==> config.mk <==
export PLATFORM = sky130hd
export DESIGN_NAME = seg_scan_decoder
export DESIGN_NICKNAME = d
export VERILOG_FILES = /design/src/rtl/seg_scan_decoder.sv
export SDC_FILE = /design/constraint.sdc
export NUM_CORES = 1
export LEC_CHECK = 0
export ABC_AREA = 1
export CELL_PAD_IN_SITES_DETAIL_PLACEMENT = 2
export CELL_PAD_IN_SITES_GLOBAL_PLACEMENT = 2
export CORE_UTILIZATION = 31
export DETAILED_ROUTE_END_ITERATION = 8
export MAX_ROUTING_LAYER = met4
export PLACE_DENSITY_LB_ADDON = 0.1
export SLEW_MARGIN = 20
export SYNTH_ARGS = -nofsm -noshare
export SYNTH_HDL_FRONTEND = slang
export SYNTH_SLANG_ARGS = --single-unit
==> constraint.sdc <==
create_clock -name fpga_clk1 -period 1.9 [get_ports fpga_clk1]
set_clock_uncertainty 0.1 [all_clocks]
set_input_delay 0.285 -clock fpga_clk1 [delete_from_list [all_inputs] [get_ports fpga_clk1]]
set_output_delay 0.285 -clock fpga_clk1 [all_outputs]
set_load 0.02 [all_outputs]
==> src/rtl/seg_scan_decoder.sv <==
// seg_scan_decoder: reads back a scanned 7-segment bus and reassembles the 16-bit displayed value.
// Optional SEG_INPUT_SYNC_EN adds a 2-flop input synchroniser, which allows an asynchronous bus and adds 2 cycles of latency.
module seg_scan_decoder #(
  parameter int SETTLE_CYCLES = 8,
  parameter int FRAME_TIMEOUT = 1000000,
  parameter int TO_W          = 20
) (
  input  logic        fpga_clk1,
  input  logic        reset,
  input  logic        seg0,
  input  logic        seg1,
  input  logic        seg2,
  input  logic        seg3,
  input  logic        seg4,
  input  logic        seg5,
  input  logic        seg6,
  input  logic        dp,
  input  logic        an0,
  input  logic        an1,
  input  logic        an2,
  input  logic        an3,
  output logic [15:0] value_out,
  output logic        value_valid,
  output logic        digit_err,
  output logic        stale
);
  localparam int CW = $clog2(SETTLE_CYCLES) + 1;
  logic [11:0]    raw, smp;
  logic [11:0]    prev_q;
  logic [CW-1:0]  cnt_q, cnt_d;
  logic           cap_q, cap_d;
  logic           same, one_hot, capture, complete;
  logic [3:0]     an_act;
  logic [1:0]     idx;
  logic [4:0]     dec;
  logic [3:0]     seen_q, seen_d, err_q, err_d;
  logic [15:0]    shadow_q, shadow_d;
  logic [15:0]    value_q;
  logic           valid_q, derr_q, stale_q;
  logic [TO_W-1:0] to_q, to_d;
  assign raw = {an3, an2, an1, an0, seg6, seg5, seg4, seg3, seg2, seg1, seg0, dp};
`ifdef SEG_INPUT_SYNC_EN
  logic [11:0] sync1_q, sync2_q;
  // Two-flop synchroniser; resets to the idle (all-high) bus.
  always_ff @(posedge fpga_clk1 or negedge reset)
    if (!reset) begin
      sync1_q <= '1;
      sync2_q <= '1;
    end else begin
      sync1_q <= raw;
      sync2_q <= sync1_q;
    end
  assign smp = sync2_q;
`else
  assign smp = raw;
`endif
  // Returns {err, nibble}; anything that is not one of the 16 hex glyphs decodes to 0 with err set.
  function automatic logic [4:0] decode(input logic [6:0] p);
    case (p)
      7'h3F:   decode = 5'h00;
      7'h06:   decode = 5'h01;
      7'h5B:   decode = 5'h02;
      7'h4F:   decode = 5'h03;
      7'h66:   decode = 5'h04;
      7'h6D:   decode = 5'h05;
      7'h7D:   decode = 5'h06;
      7'h07:   decode = 5'h07;
      7'h7F:   decode = 5'h08;
      7'h6F:   decode = 5'h09;
      7'h77:   decode = 5'h0A;
      7'h7C:   decode = 5'h0B;
      7'h39:   decode = 5'h0C;
      7'h5E:   decode = 5'h0D;
      7'h79:   decode = 5'h0E;
      7'h71:   decode = 5'h0F;
      default: decode = 5'h10;
    endcase
  endfunction
  assign same     = smp == prev_q;
  assign cnt_d    = !same ? '0 : (cnt_q == CW'(SETTLE_CYCLES - 1) ? cnt_q : cnt_q + 1'b1);
  assign an_act   = ~smp[11:8];
  assign one_hot  = an_act != 4'd0 && (an_act & (an_act - 4'd1)) == 4'd0;
  assign capture  = same && !cap_q && one_hot && cnt_d == CW'(SETTLE_CYCLES - 1);
  assign cap_d    = same && (cap_q || capture);
  assign idx      = an_act[3] ? 2'd3 : an_act[2] ? 2'd2 : an_act[1] ? 2'd1 : 2'd0;
  assign dec      = decode(~smp[7:1]);
  assign complete = seen_q == 4'hF;
  assign to_d     = complete ? '0 : (to_q == TO_W'(FRAME_TIMEOUT) ? to_q : to_q + 1'b1);
  // Frame bookkeeping: completion clears the masks first so a same-cycle capture opens the next frame.
  always_comb begin
    seen_d   = complete ? 4'h0 : seen_q;
    err_d    = complete ? 4'h0 : err_q;
    shadow_d = shadow_q;
    if (capture) begin
      seen_d[idx]               = 1'b1;
      err_d[idx]                = dec[4];
      shadow_d[{idx, 2'b00} +: 4] = dec[3:0];
    end
  end
  // State and registered outputs.
  always_ff @(posedge fpga_clk1 or negedge reset)
    if (!reset) begin
      prev_q   <= '1;
      cnt_q    <= '0;
      cap_q    <= 1'b0;
      seen_q   <= 4'h0;
      err_q    <= 4'h0;
      shadow_q <= 16'h0;
      value_q  <= 16'h0;
      valid_q  <= 1'b0;
      derr_q   <= 1'b0;
      to_q     <= '0;
      stale_q  <= 1'b0;
    end else begin
      prev_q   <= smp;
      cnt_q    <= cnt_d;
      cap_q    <= cap_d;
      seen_q   <= seen_d;
      err_q    <= err_d;
      shadow_q <= shadow_d;
      valid_q  <= complete;
      to_q     <= to_d;
      stale_q  <= !complete && to_d == TO_W'(FRAME_TIMEOUT);
      if (complete) begin
        value_q <= shadow_q;
        derr_q  <= |err_q;
      end
    end
  assign value_out   = value_q;
  assign value_valid = valid_q;
  assign digit_err   = derr_q;
  assign stale       = stale_q;
endmodule
Yosys cells after proc, flatten, opt, wreduce, memory -nomap -nowiden
Cells that the tools add are included.
Cells by class
  add/sub/neg operators: 4
  $lt $le $gt $ge: 2
  equality and inequality tests: 22
  shift operators: 2
  muxes and demuxes: 16
  bitwise gates (word level): 4
  reduce and logical (&&, ||, !) cells: 13
Operator list (count)
  7-bit == test (second input constant): 12
  5-bit one-hot mux with 16 select lines: 1
  20-bit == test (second input constant): 2
  20-bit 2-to-1 mux: 2
  4-bit 2-to-1 mux: 6
  20-bit by 1-bit adder with 20-bit output (second input constant): 1
  16-bit bitwise mux: 1
  4-bit by 6-bit variable shift with 16-bit output (first input constant): 1
  4-bit by 6-bit indexed part select with 16-bit output: 1
  7-bit by 3-bit == test with 1-bit output (second input constant): 2
  7-bit by 6-bit == test with 1-bit output (second input constant): 2
  12-bit == test: 1
  4-bit by 3-bit == test with 1-bit output (second input constant): 2
  1-bit logical AND: 7
  7-bit inverter: 1
  4-bit negation with 6-bit output: 1
  4-bit by 1-bit adder with 4-bit output (second input constant): 1
  4-bit bitwise AND: 1
  4-bit bitwise mux: 1
  4-bit == test (second input constant): 1
  4-bit zero test: 1
  2-bit 2-to-1 mux: 2
  4-bit inverter: 1
  4-bit OR: 1
  9 further kinds: 11
Word-level totals
  register bits after elaboration: 80
  input bits: 14
  logic and storage cells: 74

Logic depth before layout (Yosys ltp)
Gate-level depths: netlist of the first run.
  word-level depth: 10
  mapped depth: 12
  mapped depth without buffers: 12

Worst setup path after synthesis of the first run
No wires, ideal clock.
  kind: flip-flop to flip-flop
  start: register cnt_q[0]
  end: register err_q[1]
  library setup time: 0.124 ns
  data arrival time: 1.558 ns
  required time: 1.676 ns
  slack: 0.118 ns
  stages on the path, launching flop included: 10
  buffers on the path: 1
  period minus slack after synthesis: 1.782 ns
  path through: dfrtp_1 > ha_1 > nand2_1 > nor2_4 > xor2_1 > nor3_2 > buf_4 > nand3_4 > nand2_1 > o21ai_1
On the way
  cells in the longest elaborated chain, start to end: 6
  elaborated cells between the ends (all ways): 7
  those cells by class: add/sub: 1; eq/ne: 2; mux: 3; reduce/logical: 1
RTL lines
  from (decl): RTL line 30  | logic [CW-1:0] cnt_q, cnt_d;
  from (signal assigned): RTL line 116  | cnt_q <= cnt_d;
  4-bit by 1-bit adder with 4-bit output / 4-bit by 3-bit == test with 1-bit output (equally long branches): RTL line 80  | assign cnt_d = !same ? '0 : (cnt_q == CW'(SETTLE_CYCLES - 1) ? cnt_q : cnt_q + 1'b1);
  4-bit 2-to-1 mux * (2 in series): RTL line 80
  4-bit by 3-bit == test with 1-bit output *: RTL line 83  | assign capture = same && !cap_q && one_hot && cnt_d == CW'(SETTLE_CYCLES - 1);
  1-bit logical AND *: RTL line 83
  4-bit 2-to-1 mux *: RTL line 94  | if (capture) begin
  net err_d[1]: RTL line 36  | logic [3:0] seen_q, seen_d, err_q, err_d;
  to (signal assigned): RTL line 119  | err_q <= err_d;
  to (decl): RTL line 36
The timed path passes the listed nets; every way through them passes the cells marked *.
A chain may end at the register's enable or synchronous reset.

Worst setup path after layout of the first run
  start: register cnt_q[0]
  end: register shadow_q[5]
On the way
  cells in the longest elaborated chain, start to end: 5
  elaborated cells between the ends (all ways): 6
  those cells by class: add/sub: 1; eq/ne: 2; mux: 2; reduce/logical: 1
RTL lines
  4-bit by 1-bit adder with 4-bit output / 4-bit by 3-bit == test with 1-bit output (equally long branches): RTL line 80
  4-bit 2-to-1 mux * (2 in series): RTL line 80
  4-bit by 3-bit == test with 1-bit output *: RTL line 83
  1-bit logical AND *: RTL line 83
  to (signal assigned): RTL line 120  | shadow_q <= shadow_d;
  to (decl): RTL line 37  | logic [15:0] shadow_q, shadow_d;
Mark *: on every way between the ends. The rest lies on a longest branch, timed or not.

==> results of run 1 <==
where the power goes:
| group | internal, mW | switching [mW] | total, mW | leakage, nW |
|---|---|---|---|---|
| Clock | 1.17 | 0.787 | 1.96 | 0.154 |
| Sequential | 1.73 | 0.00638 | 1.73 | 0.982 |
| Combinational | 0.0984 | 0.127 | 0.225 | 1.56 |
kinds of logic (layout without fill, tap and decap cells):
family                   count (synthesis)  after routing  share of synthesized area
AND/OR/NAND/NOR                        262            262                      0.293
flip-flops                              80             80                      0.503
AO/OA/AOI/OAI                           54             54                     0.0758
multiplexers                             1              1                    0.00250
XOR/XNOR                                17             17                     0.0390
buffers and inverters                   75            196                     0.0780
adder cells (fa/ha/maj)                  3              3                    0.00936
cell type report:
| cell class | instances | share of cell area |
|---|---|---|
| sequential | 80 | 0.349 |
| multi-input combinational | 337 | 0.337 |
| timing repair buffer | 116 | 0.177 |
| inverter | 64 | 0.0429 |
| clock buffer | 9 | 0.0390 |
| tap | 172 | 0.0373 |
| clock inverter | 7 | 0.0180 |
layout by cell type (no fill, tap or decap), types with 7 or more instances in the layout:
cell,synthesis,layout
nand3_2,1,12
o21ai_1,11,14
nand4_1,18,18
nand2_2,2,14
dfrtp_1,68,67
clkbuf_16,0,9
o21ai_0,25,20
nor2_1,52,43
inv_1,63,59
clkdlybuf4s50_1,0,30
dfstp_2,12,12
nor2_4,3,8
nor2_2,5,9
nand2_1,130,117
buf_6,3,8
nand3_1,35,21
xnor2_1,7,7
xor2_1,9,8
buf_4,2,73
flip-flops by register name (all words and copies together) (netlist names):
name         count
cnt_q            4
prev_q          12
value_out       16
shadow_q        16
digit_err        1
err_q            4
stale            1
cap_q            1
to_q            20
value_valid      1
seen_q           4
worst paths after layout:
kind	startpoint	to	depth (start not counted)
worst max-delay path	cnt_q[0]	shadow_q[5]	11
worst min-delay path	seg4	prev_q[5]	2
worst max register to register	cnt_q[0]	shadow_q[5]	11
worst min register to register	seen_q[3]	seen_q[3]	2
max in group asynchronous	reset	prev_q[5]	3
min in group asynchronous	reset	digit_err	2
what timing repair did:
action	in CTS	in global routing
endpoints found under the setup margin	23	27
gates cloned	0	0
pin swaps	28	21
hold buffers	1	0
hold endpoints to repair	18	0
resized for setup	58	26
setup buffers	15	4
per-stage QoR:
step	TNS, ns	area, um^2	util	hold slack, ns
after floorplan	0	4010	-	-0.111
after global placement	-7.38	5000	0.396	0.121
after detailed placement	-8.76	5000	0.396	0.126
after CTS	-0.463	5660	0.448	0.281
after global routing	-3.56	5780	0.458	0.151
final	-0.716	5780	0.458	0.154
critical path, stage by stage (launching register included):
cell and delay [ns]:
dfrtp_1 0.37, ha_2 0.20, nand2_2 0.08, nor2_4 0.18, mux2i_2 0.30, nor3_2 0.07
buf_4 0.16, buf_12 0.14, nand3_4 0.10, nand2_2 0.07, nand2_1 0.06, inv_1 0.05
routing by layer:
metal	wire, um	vias to the layer above	global-route usage	part of all wire
li1	-	1799	-	-
met1	5120	1872	0.218	0.39
met2	7550	47	0.427	0.57
met3	284	17	0.0465	0.022
met4	250	0	0.0786	0.019
met5	0	-	-	0
==> summary.txt, run 1 <==
Number of port buffers: 32
FILL cells: 1433
1st-iter DRT viols: 130
Gr ovfl total: 0
Routed wire length per instance: 16.8 um
Final Instance Count excl. Fillers: 785
Final Setup Violations: 18
Syn-to-layout area delta: 44.0%
Post-synthesis cell count: 492
# DRC: 0
Die width: 116 um
Slew @ Worst Pin: 0.437 ns
Worst EP arrival: 2.13 ns
Post-synthesis instance area: 4010 um^2
Post-synth EDFFs: 0
Combined area of the multi-input logic cells: 1950 um^2
Final net count: 625
Sequential area share after synthesis: 0.503
Syn_nets: 509
Clock Path Buffers: 2
Vias in the first global route: 4284
DIE AREA: 13400 um^2
Clk sinks: 80
Crit path capture type: register
PwrDens: 677 nW/um^2
Peak VDD IR: 0.404 mV
Yosys Warn Count: 0
Post-synth top flop: dfrtp_1
Synth top area share: 0.424
Total number of vias: 3735
Core area: 12600 um^2
CTS tree: built
I/O pin count: 33
Final period util: 1.05
Leak: 2.69 nW
Cell variety after synth: 41
Upper clock frequency limit: 501 MHz
Mapped Avg Cell Area: 8.15 um^2
CTS Buf Count: 9
Max_slew headroom: 0.707
N_diodes: 0
Vias per cell: 4.76
Final setup margin: -0.0961 ns
Register area: 2020 um^2
Final Slew Violations: 0
Worst hold path class: input port to register
Status: finished, violations left
Failing checks: setup timing
Starting Density: 0.318
Pwr Total: 3.91 mW
Final HPWL DP: 9400 um
Worst-Skew Late Latency: 0.35 ns
Rows: 41
Synth Register Bits: 80
Placed cell count: 750
1st-pass router iterations: 4
Worst Setup Path Type: register to register
Post-synth top area cell: dfrtp_1
Share of layout cells above drive strength 1: 0.308
RSZ-0062 raised after global routing: true
Final WL: 13200 um
Root Buffer: clkbuf_16
Top cells by area in the synthesized netlist: dfrtp_1 (42%), nand2_1 (12%), dfstp_2 (7.9%)
Pin count of the biggest net entering global routing: 37
GPL Wtd Cong: 0.863
Initial antenna violation count: 0
Crit Path Max Fanout: 10
Post-synth top cells: nand2_1 (130), dfrtp_1 (68), inv_1 (63)
CTS HTree Levels: 3
Critical Path RT: 2.04 ns
CTS clk-pin slew, worst paths: 0.07 ns
Final Hold Fails: 0
Max-Cap Viols: 0
Die Ht: 116 um
CP startpoint kind: register
Gr usage total: 0.222
Final ANT Viol Nets: 0
Ys async rst share: 1.00
Pre-CTS WS: -0.591 ns
First-pass GRT wire length: 21400 um
Reg2Reg Setup Slack: -0.1 ns
Most common cell in the netlist: nand2_1
Minimum clock period: 2.00 ns
(Power assumes the default switching activity.)
==> run 2, diff against run 1 <==
--- a/config.mk
+++ b/config.mk
@@ -8,6 +8,7 @@
 export ABC_AREA = 1
 export CELL_PAD_IN_SITES_DETAIL_PLACEMENT = 2
 export CELL_PAD_IN_SITES_GLOBAL_PLACEMENT = 2
+export CORE_MARGIN = 8
 export CORE_UTILIZATION = 31
 export DETAILED_ROUTE_END_ITERATION = 8
 export MAX_ROUTING_LAYER = met4
==> run 2 against run 1 <==
Net effect: the flow still finishes with violations (setup timing); final cell count is 1.3% higher; critical path type unchanged; via count is 2.0% higher; non-clock buffer count is 10 higher; utilization is 1.0 points higher; register-to-register slack worse by 0.05 ns; combinational power hardly changed; global-route usage is 5.0 points lower; setup slack worse by 0.055 ns; wire length is 7.0% higher; largest power group unchanged; sequential power hardly changed; highest routed layer unchanged.
==> summary.txt, run 2 (synthesized netlist as in run 1, its figures left out) <==
Status: finished, violations left
Failing checks: setup timing
Minimum clock period: 2.05 ns (+0.0550 ns)
Total number of vias: 3808 (+2.0%)
Pwr Total: 3.93 mW (+0.57%)
Vias per cell: 4.79 (+0.67%)
Worst Setup Path Type: register to register
I/O pin count: 33 (unchanged)
1st-iter DRT viols: 93 (-28%)
Slew @ Worst Pin: 0.496 ns (+0.0585 ns)
DIE AREA: 16800 um^2 (+26%)
Critical Path RT: 2.03 ns (about the same)
Max-Cap Viols: 0 (unchanged)
R2r worst-path depth: 10 (-1)
Final setup margin: -0.151 ns (-0.0550 ns)
Vias in the first global route: 4323 (+0.91%)
Worst hold slack: 0.0487 ns (-0.105 ns)
Reg with most FFs: to_q
Max_slew headroom: 0.670 (-0.0379)
Final net count: 635 (+1.6%)
Final HPWL DP: 9450 um (+0.54%)
Final WL: 14100 um (+7.0%)
Final Hold Fails: 0 (unchanged)
Combined area of the multi-input logic cells: 1980 um^2 (+2.0%)
Hold path depth: 1 (-1)
Gr ovfl total: 0 (unchanged)
Die Ht: 130 um (+12%)
GPL Wtd Cong: 0.828 (-4.1%)
Worst EP arrival: 2.18 ns (+0.05 ns)
N_diodes: 0 (unchanged)
Final Util: 0.468 (+0.0104)
Routed wire length per instance: 17.8 um (+5.6%)
Crit path capture type: register
CP startpoint kind: register
CTS HTree Levels: 3 (unchanged)
Initial antenna violation count: 0 (unchanged)
RSZ-0062 raised after global routing: true
1st-pass router iterations: 4 (unchanged)
Root Buffer: clkbuf_16
PwrDens: 666 nW/um^2 (-1.7%)
Clock Path Buffers: 2 (unchanged)
Worst-Skew Late Latency: 0.35 ns (about the same)
CTS Buf Count: 9 (unchanged)
CTS tree: built
CTS clk-pin slew, worst paths: 0.06 ns (about the same)
Placed cell count: 754 (+0.53%)
Clk sinks: 80 (unchanged)
Syn-to-layout area delta: 47.3%
Final period util: 1.08 (+0.0289)
Worst hold path class: input port to register
Number of port buffers: 32 (unchanged)
Gr usage total: 0.172 (-0.0497)
Largest register FFs: 20 (unchanged)
Most frequent cells in the layout: nand2_1 (112), buf_4 (81), dfrtp_1 (66)
Pin count of the biggest net entering global routing: 35 (-5.4%)
Leak: 2.78 nW (+3.2%)
Crit Path Max Fanout: 6 (-4)
Upper clock frequency limit: 488 MHz (-2.7%)
Final ANT Viol Nets: 0 (unchanged)
Final Instance Count excl. Fillers: 795 (+1.3%)
FILL cells: 1428 (-0.35%)
Starting Density: 0.318 (unchanged)
Core area: 12600 um^2 (unchanged)
Peak VDD IR: 0.467 mV (+16%)
Final Slew Violations: 0 (unchanged)
Post-route setup TNS: -2.23 ns (-1.51 ns)
Rows: 41 (unchanged)
# DRC: 0 (unchanged)
Final Setup Violations: 25 (+7)
Die width: 130 um (+12%)
Register area: 2020 um^2 (about the same)
Share of layout cells above drive strength 1: 0.329 (+0.0207)
First-pass GRT wire length: 21600 um (+1.0%)
Most common cell after layout, fill and taps aside: nand2_1
[run 2: per-layer routing]
layer | track usage | wire (um) | up-vias
met5 | - | 0 | -
met4 | 0.0628 | 397 | 0
met3 | 0.0286 | 183 | 26
met2 | 0.326 | 8090 | 41
met1 | 0.175 | 5450 | 1920
li1 | - | - | 1821
[run 2: through the flow]
step / setup slack (ns) / cell area [um^2]
global placement: -0.474 / 5030
detailed placement: -0.579 / 5030
CTS: -0.0587 / 5670
finish: -0.151 / 5910
floorplan: 0.118 / 4010
global route: -0.258 / 5910
[run 2: final timing paths]
kind	start	slack, ns	end
min reg2reg	value_out[14]	0.38	value_out[14]
max	prev_q[5]	-0.15	shadow_q[13]
min in group asynchronous	reset	0.34	to_q[15]
min	an3	0.05	prev_q[11]
max in group asynchronous	reset	0.68	prev_q[2]
max reg2reg	prev_q[5]	-0.15	shadow_q[13]
[run 2: what timing repair did]
action | 4_1_cts | 5_1_grt
setup buffers | 9 | 13
hold endpoints to repair | 31 | 0
endpoints found under the setup margin | 25 | 25
hold buffers | 1 | 0
resized for setup | 63 | 36
gates cloned | 1 | 2
pin swaps | 20 | 30
[run 2: where the power goes]
part	switching [mW]	total, mW	internal (mW)
Combinational	0.131	0.227	0.0959
Sequential	0.00673	1.73	1.73
Clock	0.748	1.97	1.23
Total	0.886	3.93	3.05
[run 2: cell type report]
type,count,area share
tap,172,0.0364
clock inverter,4,0.0129
sequential,80,0.342
inverter,64,0.0415
multi-input combinational,337,0.336
timing repair buffer,126,0.188
clock buffer,12,0.0434
[run 2: worst max-delay path, cell delays in order (launching register included)]
cell and delay [ns]:
dfstp_2 0.55, xnor2_2 0.11, nand2_1 0.07, nor3_2 0.24
nand3_2 0.14, nor2_4 0.20, buf_4 0.14, nand3_2 0.09
buf_6 0.15, nand2_1 0.06, o21ai_1 0.08
==> run 3, diff against run 2 <==
--- a/config.mk
+++ b/config.mk
@@ -13,7 +13,7 @@
 export DETAILED_ROUTE_END_ITERATION = 8
 export MAX_ROUTING_LAYER = met4
 export PLACE_DENSITY_LB_ADDON = 0.1
-export SLEW_MARGIN = 20
+export SLEW_MARGIN = 40
 export SYNTH_ARGS = -nofsm -noshare
 export SYNTH_HDL_FRONTEND = slang
 export SYNTH_SLANG_ARGS = --single-unit
==> results of run 3 <==
Same layout as run 2: the final DEF is identical, and so are final timing and power.
